$ cat config.mk
export PLATFORM = sky130hd
export DESIGN_NAME = jtframe_mixer_seq
export DESIGN_NICKNAME = d
export VERILOG_FILES = /design/src/rtl/jtframe_mixer_pkg.sv /design/src/rtl/jtframe_sat.sv /design/src/rtl/jtframe_mixer_seq.sv
export SDC_FILE = /design/constraint.sdc
export NUM_CORES = 1
export LEC_CHECK = 0
export CORE_MARGIN = 8
export CORE_UTILIZATION = 50
export CTS_BUF_LIST = sky130_fd_sc_hd__clkbuf_4
export DETAILED_ROUTE_END_ITERATION = 7
export PLACE_DENSITY = 0.71
export SLEW_MARGIN = 20
export SYNTH_ARGS = -nofsm -noshare
export SYNTH_HDL_FRONTEND = slang
export SYNTH_SLANG_ARGS = --single-unit
$ cat constraint.sdc
create_clock -name clk -period 10.3 [get_ports clk]
set_input_delay 2.06 -clock clk [delete_from_list [all_inputs] [get_ports clk]]
set_output_delay 2.06 -clock clk [all_outputs]
set_load 0.01 [all_outputs]
$ cat src/rtl/jtframe_mixer_pkg.sv
// Shared definitions for the time-multiplexed audio mixers.
package jtframe_mixer_pkg;

  // Mixer sequencer states. The encoding is fixed so other mixers can share it.
  typedef enum logic [1:0] {
    StIdle = 2'd0,
    StMac  = 2'd1,
    StOut  = 2'd2
  } mix_state_e;

  // Gains are 4.4 fixed point: four fractional bits are dropped after the sum.
  localparam int unsigned GAIN_FRAC = 4;

  // Accumulator width holding CH products of (wi x 8) bits without overflow.
  function automatic int unsigned acc_width(input int unsigned wi, input int unsigned ch);
    return wi + 8 + $clog2(ch);
  endfunction

endpackage

$ cat src/rtl/jtframe_sat.sv
// Signed saturation from WIN bits down to WOUT bits with a clip indicator.
module jtframe_sat #(
  parameter int unsigned WIN  = 24,
  parameter int unsigned WOUT = 16
) (
  input  logic [WIN-1:0]  i_val,
  output logic [WOUT-1:0] o_val,
  output logic            o_clip
);

  if (WIN > WOUT) begin : g_sat
    // In range only when all bits above the output sign bit copy the sign.
    logic [WIN-WOUT:0] w_top;
    logic              w_in_range;

    assign w_top      = i_val[WIN-1:WOUT-1];
    assign w_in_range = (&w_top) || !(|w_top);
    assign o_clip     = !w_in_range;
    assign o_val      = w_in_range   ? i_val[WOUT-1:0]                 :
                        i_val[WIN-1] ? {1'b1, {(WOUT-1){1'b0}}}        :
                                       {1'b0, {(WOUT-1){1'b1}}};
  end else begin : g_pass
    // Output is at least as wide as the input: sign-extend, never clips.
    logic signed [WIN-1:0] w_sval;

    assign w_sval = i_val;
    assign o_clip = 1'b0;
    assign o_val  = WOUT'(w_sval);
  end

endmodule

$ cat src/rtl/jtframe_mixer_seq.sv
// Time-multiplexed CH-channel audio mixer: one shared multiplier, one channel per cycle,
// saturated registered output with a sample strobe and a retriggerable peak-hold flag.
module jtframe_mixer_seq
  import jtframe_mixer_pkg::*;
#(
  parameter int unsigned CH        = 4,
  parameter int unsigned WI        = 16,
  parameter int unsigned WO        = 16,
  parameter int unsigned PEAK_HOLD = 1024
) (
  input  logic             clk,
  input  logic             rst,
  input  logic             cen,
  input  logic [CH*WI-1:0] ch,
  input  logic [CH*8-1:0]  gain,
  input  logic [CH-1:0]    mute,
  output logic [WO-1:0]    mixed,
  output logic             sample,
  output logic             peak,
  output logic             busy
);

  localparam int unsigned PRW = WI + 8;
  localparam int unsigned AW  = acc_width(WI, CH);
  localparam int unsigned IW  = $clog2(CH);
  localparam int unsigned LSH = (WO > WI) ? WO - WI : 0;
  localparam int unsigned RSH = (WI > WO) ? WI - WO : 0;
  localparam int unsigned SW  = AW + LSH;
  localparam int unsigned PW  = $clog2(PEAK_HOLD + 1);

  mix_state_e r_state, w_state_next;

  logic [CH*WI-1:0]      r_ch;
  logic [CH*8-1:0]       r_gain;
  logic [CH-1:0]         r_mute;
  logic [IW-1:0]         r_idx;
  logic signed [AW-1:0]  r_acc;
  logic [WO-1:0]         r_mixed;
  logic                  r_sample;
  logic [PW-1:0]         r_peak_cnt;

  logic                  w_load;
  logic                  w_step;
  logic                  w_out;
  logic signed [WI-1:0]  w_ch_sel;
  logic signed [7:0]     w_gain_sel;
  logic signed [PRW-1:0] w_prod;
  logic signed [AW-1:0]  w_shr;
  logic signed [SW-1:0]  w_ext;
  logic signed [SW-1:0]  w_aligned;
  logic [WO-1:0]         w_sat;
  logic                  w_clip;

  // State register; reset abandons any mix in flight.
  always_ff @(posedge clk) begin
    if (rst) r_state <= StIdle;
    else     r_state <= w_state_next;
  end

  // Next-state logic and the per-state datapath strobes.
  always_comb begin
    w_state_next = r_state;
    w_load       = 1'b0;
    w_step       = 1'b0;
    w_out        = 1'b0;
    unique case (r_state)
      StIdle: begin
        if (cen) begin
          w_load       = 1'b1;
          w_state_next = StMac;
        end
      end
      StMac: begin
        w_step = 1'b1;
        if (r_idx == IW'(CH - 1)) w_state_next = StOut;
      end
      StOut: begin
        w_out        = 1'b1;
        w_state_next = StIdle;
      end
      default: w_state_next = StIdle;
    endcase
  end

  // Shared multiplier works on the shadow copies, so live inputs may change mid-mix.
  assign w_ch_sel   = r_ch[r_idx*WI +: WI];
  assign w_gain_sel = r_gain[r_idx*8 +: 8];
  assign w_prod     = r_mute[r_idx] ? '0 : PRW'(w_ch_sel) * PRW'(w_gain_sel);

  // Drop the gain fraction, then align the input scale to the output scale.
  assign w_shr     = r_acc >>> GAIN_FRAC;
  assign w_ext     = SW'(w_shr);
  assign w_aligned = (w_ext <<< LSH) >>> RSH;

  jtframe_sat #(
    .WIN  (SW),
    .WOUT (WO)
  ) u_sat (
    .i_val  (w_aligned),
    .o_val  (w_sat),
    .o_clip (w_clip)
  );

  // Shadow latch, multiply-accumulate, output register and peak-hold counter.
  always_ff @(posedge clk) begin
    if (rst) begin
      r_ch       <= '0;
      r_gain     <= '0;
      r_mute     <= '0;
      r_idx      <= '0;
      r_acc      <= '0;
      r_mixed    <= '0;
      r_sample   <= 1'b0;
      r_peak_cnt <= '0;
    end else begin
      r_sample <= 1'b0;
      if (w_load) begin
        r_ch   <= ch;
        r_gain <= gain;
        r_mute <= mute;
        r_idx  <= '0;
        r_acc  <= '0;
      end
      if (w_step) begin
        r_acc <= r_acc + AW'(w_prod);
        r_idx <= r_idx + 1'b1;
      end
      if (w_out) begin
        r_mixed  <= w_sat;
        r_sample <= 1'b1;
        // Counter only moves on output samples: reload on a clip, else count down.
        if (w_clip)                 r_peak_cnt <= PW'(PEAK_HOLD);
        else if (r_peak_cnt != '0)  r_peak_cnt <= r_peak_cnt - 1'b1;
      end
    end
  end

  assign mixed  = r_mixed;
  assign sample = r_sample;
  assign peak   = (r_peak_cnt != '0);
  assign busy   = (r_state != StIdle);

endmodule
==> results.md, run 1 <==
- CTS Buf Count: 17
- Hold Crit Class: register to register
- Initial antenna violation count: 1
- Post-synth EDFFs: 0
- Worst Path Arrival: 9.01 ns
- Largest family of logic cells by synthesized area: adder cells
- Post-synthesis register bit count: 158
- Nets: 1802
- Via total after detailed routing: 9920
- Syn Inst Count: 1446
- Placed cell count: 1829
- Max-Cap Viols: 0
- H-Tree Depth: 4
- Gpl congestion: 0.8612
- Dominant synthesized flop cell: dfxtp_1
- Post-Synth XOR/XNOR Area: 3.340%
- Place WS: 1.839 ns
- Share of the synthesized area in the top cell type: 26.22%
- DRC errors left: 0
- Row count: 57
- First-pass GRT wire length: 47.75 mm
- Avg Inst Size Synth: 8.343 sq um
- Sequential area share after synthesis: 26.22%
- Chip Height: 171.3 um
- Vias/cell: 5.328
- Max Clock Freq: 0.1172 GHz
- CTS hold repair buffers: 0
- Setup Skew: 0.03424 ns
- Post-Layout Cell Count: 1862
- Num Clock Sinks: 158
- Post-DR wirelength/cell: 15.35 um
- Final setup viols: 0
- Leakage: 5.952 nW
- Setup crit start kind: register
- Yosys top cell by area: dfxtp_1
- Grt total ovfl: 0
- Cell area power density: 111.1 mW/mm^2
- Synth Area in Simple Gates: 21.07%
- RSZ-0062 raised after global routing: no
- Number of synthesis warnings: 0
- Peak VDD IR: 0.00007027 V
- DRT Pass-1 Iters: 5
- Status: finished clean
- Initial DRC Count: 621
- Min Hold Slack: 0.4620 ns
- Fin. max-slew vios: 0
- Critical path required time: 10.78 ns
- Fraction of registers with async set/reset: 0%
- Number of I/O port buffers: 121
- Final ANT Viol Nets: 0
- Post-Syn Nets: 1724
- Area Overhead vs Synth: 14.24%
- Fillers: 2214
- Most frequent cells in the layout: 261 x nand2_1, 172 x a21oi_1, 157 x dfxtp_1, 154 x inv_1, 120 x clkdlybuf4s50_1
- Largest net degree at the start of global routing: 107
- Die area: 0.02935 sq mm
- Mapped cell area: 0.01206 sq mm
- CTS tree: built
- Initial core utilization: 50.20%
- Adder-Cell Fraction of Synth Area: 24.71%
- Core ar.: 0.02403 sq mm
- Worst-skew pair later-pin latency: 0.57 ns
- Commonest non-fill, non-tap cell in the layout: nand2_1
- Min Tclk post-route: 8.531 ns
- Max transition margin: 28.69%
- Synth area leaders: dfxtp_1 26%, fa_1 17%, nand2_1 8.2%
- Top Ports: 122
- Worst R2R Setup Slack: 1.77 ns
- Crit-path slowest cell: dfxtp_2
- Clock Pin Slew Worst Setup and Hold Paths: 0.17 ns
- Clk buf depth: 2
- Final hold violations: 0
- Crit share post-route: 82.82%
- Drt total wl: 28.57 mm
- Worst setup EP type: register
- Crit Path Max Fanout: 29
- Hpwl dp: 21.94 mm
- Setup Fix Bufs, Post-CTS: 0
- Fraction of final layout cells sized beyond drive strength 1: 5.856%
- Unique masters post-synth: 71
- PnR worst setup slack: 1.769 ns
- Die W: 171.3 um
- Setup TNS: 0 ns
- Tot Pwr: 0.001532 W
- Synth Area in Compound Gates: 12.69%
- Critical path type: register to register
- Worst Tran Pin Value: 1.070 ns
- Critical Path Most Common Cell: fa_1
- Post-CTS Resized: 0
- Vias in the first global route: 9921
- Mux contribution to synthesized area: 4.875%
- Tot GR Track Use: 20.05%
- CTS root buffer: clkbuf_4
- Worst path max stage delay: 0.99 ns
-- layer usage --
layer	vias to the layer above	wire length [um]	track usage, %
met1	4782	13030	26.29
met4	0	329	4.310
li1	4876	-	-
met2	239	13630	33.44
met5	-	0	0
met3	23	1590	4.499
-- Yosys cell counts (11+ instances only) --
master,n
xnor2_1,33
mux4_2,24
and2_1,95
o21ai_0,20
a21oi_1,172
nor3_1,34
inv_1,154
a21o_1,11
nor2b_1,11
fa_1,104
clkbuf_1,58
nand2_1,262
dfxtp_1,158
nor2_1,84
nand3_1,26
ha_1,71
xor2_1,13
-- layout make-up --
class / count / area, sq um / area share, %
Antenna cell: 1 / 2.502 / 0.01816
Clock buffer: 17 / 127.6 / 0.9260
Clock inverter: 15 / 163.9 / 1.189
Inverter: 155 / 581.8 / 4.222
Multi-Input combinational cell: 1063 / 8068 / 58.54
Sequential cell: 158 / 3164 / 22.96
Tap cell: 324 / 405.4 / 2.941
Timing Repair Buffer: 129 / 1269 / 9.206
-- critical path: cells and delay by family (launching register included) --
| family | cells | cell delay [ns] |
|---|---|---|
| adder cells (fa/ha/maj) | 6 | 2.83 |
| AO/OA/AOI/OAI | 9 | 1.81 |
| AND/OR/NAND/NOR | 8 | 1.61 |
| multiplexers | 2 | 1.05 |
| flip-flops | 1 | 0.99 |
| buffers and inverters | 3 | 0.14 |
-- registers in the layout, summed over array words and instances (netlist names) --
name,cells
mixed,16
r_acc,26
r_ch,64
r_gain,32
r_idx,2
r_mute,4
r_peak_cnt,11
r_state,2
sample,1
-- path summary, 6_finish.rpt --
| path | cells after the start | from | end |
|---|---|---|---|
| worst min-delay path | 2 | r_gain[15] | r_gain[15] |
| worst max-delay path | 28 | r_idx[0] | r_acc[25] |
| worst max register to register | 28 | r_idx[0] | r_acc[25] |
| worst min register to register | 2 | r_gain[15] | r_gain[15] |
-- kinds of logic (layout without fill, tap and decap cells) --
| group | count (synthesis) | in the layout |
|---|---|---|
| muxes | 28 | 28 |
| buffers and inverters | 225 | 316 |
| adders and majority gates | 176 | 176 |
| AOI/OAI and AO/OA | 262 | 262 |
| and+or+nand+nor | 551 | 551 |
| xor gates and xnor gates | 46 | 46 |
| other | 0 | 1 |
| DFF | 158 | 158 |
-- where the power goes --
| part | internal [W] | switching [W] | total (W) |
|---|---|---|---|
| Clock | 0.000112 | 0.000271 | 0.000384 |
| Sequential | 0.000644 | 0.0000258 | 0.000669 |
| Combinational | 0.000201 | 0.000278 | 0.000479 |
-- through the flow --
stage | utilization (%) | cell area, sq um
floorplan | - | 12060
global placement | 56.08 | 13480
detailed placement | 56.10 | 13480
CTS | 57.32 | 13780
global route | 57.34 | 13780
finish | 57.34 | 13780
Power figures use the tool's default switching activity.
==> run 2: changes to the inputs <==
==> constraint.sdc (replaced) <==
create_clock -name clk -period 8.9 [get_ports clk]
set_input_delay 1.78 -clock clk [delete_from_list [all_inputs] [get_ports clk]]
set_output_delay 1.78 -clock clk [all_outputs]
set_load 0.01 [all_outputs]
==> results.md, run 2 (same netlist as run 1, synthesis figures left out) <==
- Status: finished clean
- Area Overhead vs Synth: 14.21%
- Row count: 57
- Gpl congestion: 0.9316
- Die area: 0.02935 sq mm
- Top Ports: 122
- Worst reg2reg path depth: 30
- Tot Pwr: 0.001783 W
- WHS Path Cells: 2
- CTS root buffer: clkbuf_4
- H-Tree Depth: 4
- Crit-path slowest cell: mux4_2
- Via total after detailed routing: 9878
- Initial antenna violation count: 1
- Worst path max stage delay: 0.65 ns
- Biggest regs: r_ch x64, r_gain x32, r_acc x26
- Worst Path Arrival: 8.71 ns
- Worst Tran Pin Value: 1.091 ns
- Grt total ovfl: 0
- Fin. max-slew vios: 0
- Max-Cap Viols: 0
- Setup crit start kind: register
- Hold Crit Class: register to register
- Vias/cell: 5.299
- Critical path type: register to register
- PnR worst setup slack: 0.6517 ns
- Place WS: 0.6549 ns
- Crit share post-route: 92.68%
- Cell area power density: 129.4 mW/mm^2
- Drt total wl: 28.35 mm
- RSZ-0062 raised after global routing: no
- Initial DRC Count: 604
- CTS hold repair buffers: 0
- CTS tree: built
- Hpwl dp: 21.98 mm
- Max Clock Freq: 0.1212 GHz
- Core ar.: 0.02403 sq mm
- Leakage: 5.961 nW
- Max transition margin: 27.26%
- Min Tclk post-route: 8.248 ns
- Clock Pin Slew Worst Setup and Hold Paths: 0.15 ns
- Num Clock Sinks: 158
- Largest net degree at the start of global routing: 105
- Final ANT Viol Nets: 0
- Max reg flops: 64
- Worst setup EP type: register
- CTS Buf Count: 17
- Setup TNS: 0 ns
- Crit Path Max Fanout: 15
- Largest reg by FF count: r_ch
- Clk buf depth: 2
- Critical path required time: 9.37 ns
- DRT Pass-1 Iters: 7
- Vias in the first global route: 9968
- Peak VDD IR: 0.0001095 V
- Setup Skew: 0.03735 ns
- Number of I/O port buffers: 121
- DRC errors left: 0
- Commonest non-fill, non-tap cell in the layout: nand2_1
- Chip Height: 171.3 um
- Setup Fix Bufs, Post-CTS: 0
- Post-CTS Resized: 0
- Final hold violations: 0
- Final setup viols: 0
- Tot GR Track Use: 19.84%
- First-pass GRT wire length: 48.02 mm
- Post-DR wirelength/cell: 15.21 um
- Nets: 1804
- Die W: 171.3 um
- Most frequent cells in the layout: 261 x nand2_1, 172 x a21oi_1, 157 x dfxtp_1, 154 x inv_1, 120 x clkdlybuf4s50_1
- Worst-skew pair later-pin latency: 0.57 ns
- Fraction of final layout cells sized beyond drive strength 1: 5.848%
- Initial core utilization: 50.20%
run 2: where the power goes:
group          leakage [nW]  internal (W)  switching, W
combinational          4.51      0.000232      0.000322
sequential             1.29      0.000745     0.0000275
clock                 0.156      0.000154      0.000303
total                  5.96       0.00113      0.000652
run 2: metal layers:
layer  part of all wire [%]  track usage [%]  vias to the layer above
li1                       -                -                     4888
met1                     47            26.40                     4703
met2                     46            31.72                      245
met3                    5.5            4.590                       42
met4                    2.2            6.011                        0
met5                      0                0                        -
run 2: through the flow:
stage                     utilization [%]  instance area [sq um]  hold slack, ns  instances
final                               57.33                  13780          0.4632       1864
after global routing                57.33                  13780          0.4816       1864
after CTS                           57.32                  13780          0.4646       1863
after detailed placement            56.15                  13490          0.4463       1831
after global placement              56.15                  13490          0.4398       1831
after floorplan                         -                  12060          0.4329       1446
run 2: critical path: cells and delay by family, from the launching register on:
family | cells | cell delay (ns)
simple gates | 5 | 0.89
mux | 2 | 0.97
buf+inv | 3 | 0.48
flops | 1 | 0.64
compound gates | 13 | 2.55
fa+ha+maj | 7 | 2.60
run 2: path summary, 6_finish.rpt:
kind	from	endpoint	slack, ns
max	r_idx[0]	r_acc[25]	0.65
min	r_ch[0]	r_ch[0]	0.46
min reg2reg	r_ch[0]	r_ch[0]	0.46
max reg2reg	r_idx[0]	r_acc[25]	0.65
run 2: cell type report:
type	instances	area [sq um]
inverter	155	581.8
timing repair buffer	131	1284
sequential	158	3164
clock buffer	18	135.1
multi-input combinational	1063	8059
antenna	1	2.502
tap	324	405.4
fill	2225	10260
clock inverter	14	146.4
==> run 3: changes to the inputs <==
--- a/config.mk
+++ b/config.mk
@@ -10,6 +10,7 @@
 export CTS_BUF_LIST = sky130_fd_sc_hd__clkbuf_4
 export DETAILED_ROUTE_END_ITERATION = 7
 export PLACE_DENSITY = 0.71
+export RECOVER_POWER = 25
 export SLEW_MARGIN = 20
 export SYNTH_ARGS = -nofsm -noshare
 export SYNTH_HDL_FRONTEND = slang
==> results.md, run 3 (same netlist as run 1, synthesis figures left out) <==
- Tot GR Track Use: 19.84%
- DRT Pass-1 Iters: 7
- Setup TNS: 0 ns
- Register area: 0.003164 sq mm
- Die area: 0.02935 sq mm
- Worst Path Arrival: 8.74 ns
- CTS root buffer: clkbuf_4
- Row count: 57
- Max Clock Freq: 0.1209 GHz
- Biggest regs: r_ch x64, r_gain x32, r_acc x26
- Core ar.: 0.02403 sq mm
- Final core occ: 57.30%
- Initial antenna violation count: 1
- Num Clock Sinks: 158
- Worst R2R Setup Slack: 0.63 ns
- Peak VDD IR: 0.0001096 V
- Status: finished, violations left
- Setup crit start kind: register
- Worst-skew pair later-pin latency: 0.57 ns
- Largest reg by FF count: r_ch
- Final setup viols: 0
- DRC errors left: 0
- Initial core utilization: 50.20%
- Reg-to-reg critical path startpoint: r_idx[0]
- Setup Fix Bufs, Post-CTS: 0
- Cell area power density: 129.5 mW/mm^2
- Number of I/O port buffers: 121
- Worst Setup SP: r_idx[0]
- Clock Pin Slew Worst Setup and Hold Paths: 0.15 ns
- Post-DR wirelength/cell: 15.21 um
- Placed cell count: 1831
- Post-Layout Cell Count: 1864
- H-Tree Depth: 4
- Commonest non-fill, non-tap cell in the layout: nand2_1
- Min Tclk post-route: 8.271 ns
- Multi-input gate area: 0.008059 sq mm
- Max reg flops: 64
- Post-CTS Resized: 0
- Crit Path Max Fanout: 15
- First-pass GRT wire length: 48.02 mm
- Most frequent cells in the layout: 261 x nand2_1, 172 x a21oi_1, 157 x dfxtp_1, 154 x inv_1, 120 x clkdlybuf4s50_1
- Area Overhead vs Synth: 14.15%
- Fin. max-slew vios: 157
- Crit path capture: r_acc[24]
- Hpwl dp: 21.98 mm
- Worst setup EP type: register
- Max transition margin: -198.5%
- Worst Tran Pin Value: 4.478 ns
- Setup Skew: 0.03964 ns
- Failing checks: max-capacitance violations, max-slew violations
- CTS Buf Count: 17
- Drt total wl: 28.35 mm
- Nets: 1804
- Leakage: 5.953 nW
- Chip Height: 171.3 um
- Worst reg2reg path depth: 26
- Crit share post-route: 92.93%
- Vias/cell: 5.298
- Via total after detailed routing: 9875
- Vias in the first global route: 9968
- RSZ-0062 raised after global routing: no
- Initial DRC Count: 604
- Fillers: 2225
- Final hold violations: 0
- Grt total ovfl: 0
- Critical path type: register to register
- Gpl congestion: 0.9316
- Max-Cap Viols: 2
- Top Ports: 122
- Largest net degree at the start of global routing: 105
- CTS hold repair buffers: 0
- Critical path required time: 9.36 ns
- CTS tree: built
- Hold Crit Class: register to register
- R2R Path End: r_acc[24]
- Fraction of final layout cells sized beyond drive strength 1: 5.718%
- Final ANT Viol Nets: 0
- Clk buf depth: 2
- Die W: 171.3 um
-- run 3: cell count changes in the layout (fill, tap and decap cells not counted), sizes merged --
cell    delta
buf        -2
clkbuf     +2
-- run 3: layout make-up --
class / count / area share (%)
clock inverter: 14 / 1.063
timing repair buffer: 131 / 9.268
clock buffer: 18 / 0.9813
multi-input combinational: 1063 / 58.52
antenna: 1 / 0.01817
inverter: 155 / 4.225
sequential: 158 / 22.98
tap: 324 / 2.944
-- run 3: how the worst min path moves through the flow --
| stage | startpoint | to | slack [ns] | cells after the start |
|---|---|---|---|---|
| 2_1_floorplan | r_gain[15] | r_gain[15] | 0.43 | 2 |
| 3_3_place_gp | r_gain[17] | r_gain[17] | 0.44 | 2 |
| 3_5_place_dp | r_ch[39] | r_ch[39] | 0.45 | 2 |
| 4_1_cts | r_ch[48] | r_ch[48] | 0.46 | 2 |
| 5_1_grt | r_ch[62] | r_ch[62] | 0.48 | 2 |
| 6_report | r_ch[0] | r_ch[0] | 0.46 | 2 |
-- run 3: worst max-delay path: stages, from the launching register on --
cell and delay, ns:
dfxtp_2 0.64, buf_4 0.39, mux4_2 0.62, and2_1 0.21
fa_1 0.50, fa_1 0.53, fa_1 0.56, inv_1 0.06
fa_1 0.53, inv_1 0.04, ha_1 0.35, a211oi_1 0.23
nor2_1 0.10, o21a_1 0.19, o21bai_1 0.20, or2_2 0.31
a311oi_1 0.41, xnor2_1 0.17, nor2_1 0.06, ha_1 0.39
nand4_1 0.18, or3b_2 0.49, o2111ai_1 0.25, a31o_2 0.20
maj3_2 0.19, nor4b_1 0.05, a211o_1 0.34
-- run 3: metal layers --
layer	vias to the layer above	wire, um	global-route usage, %
met5	-	0	0
met1	4696	13240	26.40
met4	0	578	6.011
met2	251	12980	31.72
met3	41	1546	4.590
li1	4887	-	-
-- run 3: through the flow --
step | hold WS, ns | cell area [sq um] | setup WS (ns) | power, W
detailed placement | 0.4463 | 13490 | 0.6549 | 0.001342
global route | 0.4816 | 13770 | 0.06840 | 0.001895
floorplan | 0.4329 | 12060 | 0.9490 | 0.001179
CTS | 0.4646 | 13780 | 0.6470 | 0.001794
global placement | 0.4398 | 13490 | 0.8191 | 0.001333
finish | 0.4631 | 13770 | 0.6292 | 0.001783
-- run 3: power by group --
| part | switching (W) | internal, W |
|---|---|---|
| clock | 0.000301 | 0.000154 |
| sequential | 0.0000275 | 0.000745 |
| combinational | 0.000322 | 0.000233 |
| total | 0.000650 | 0.00113 |
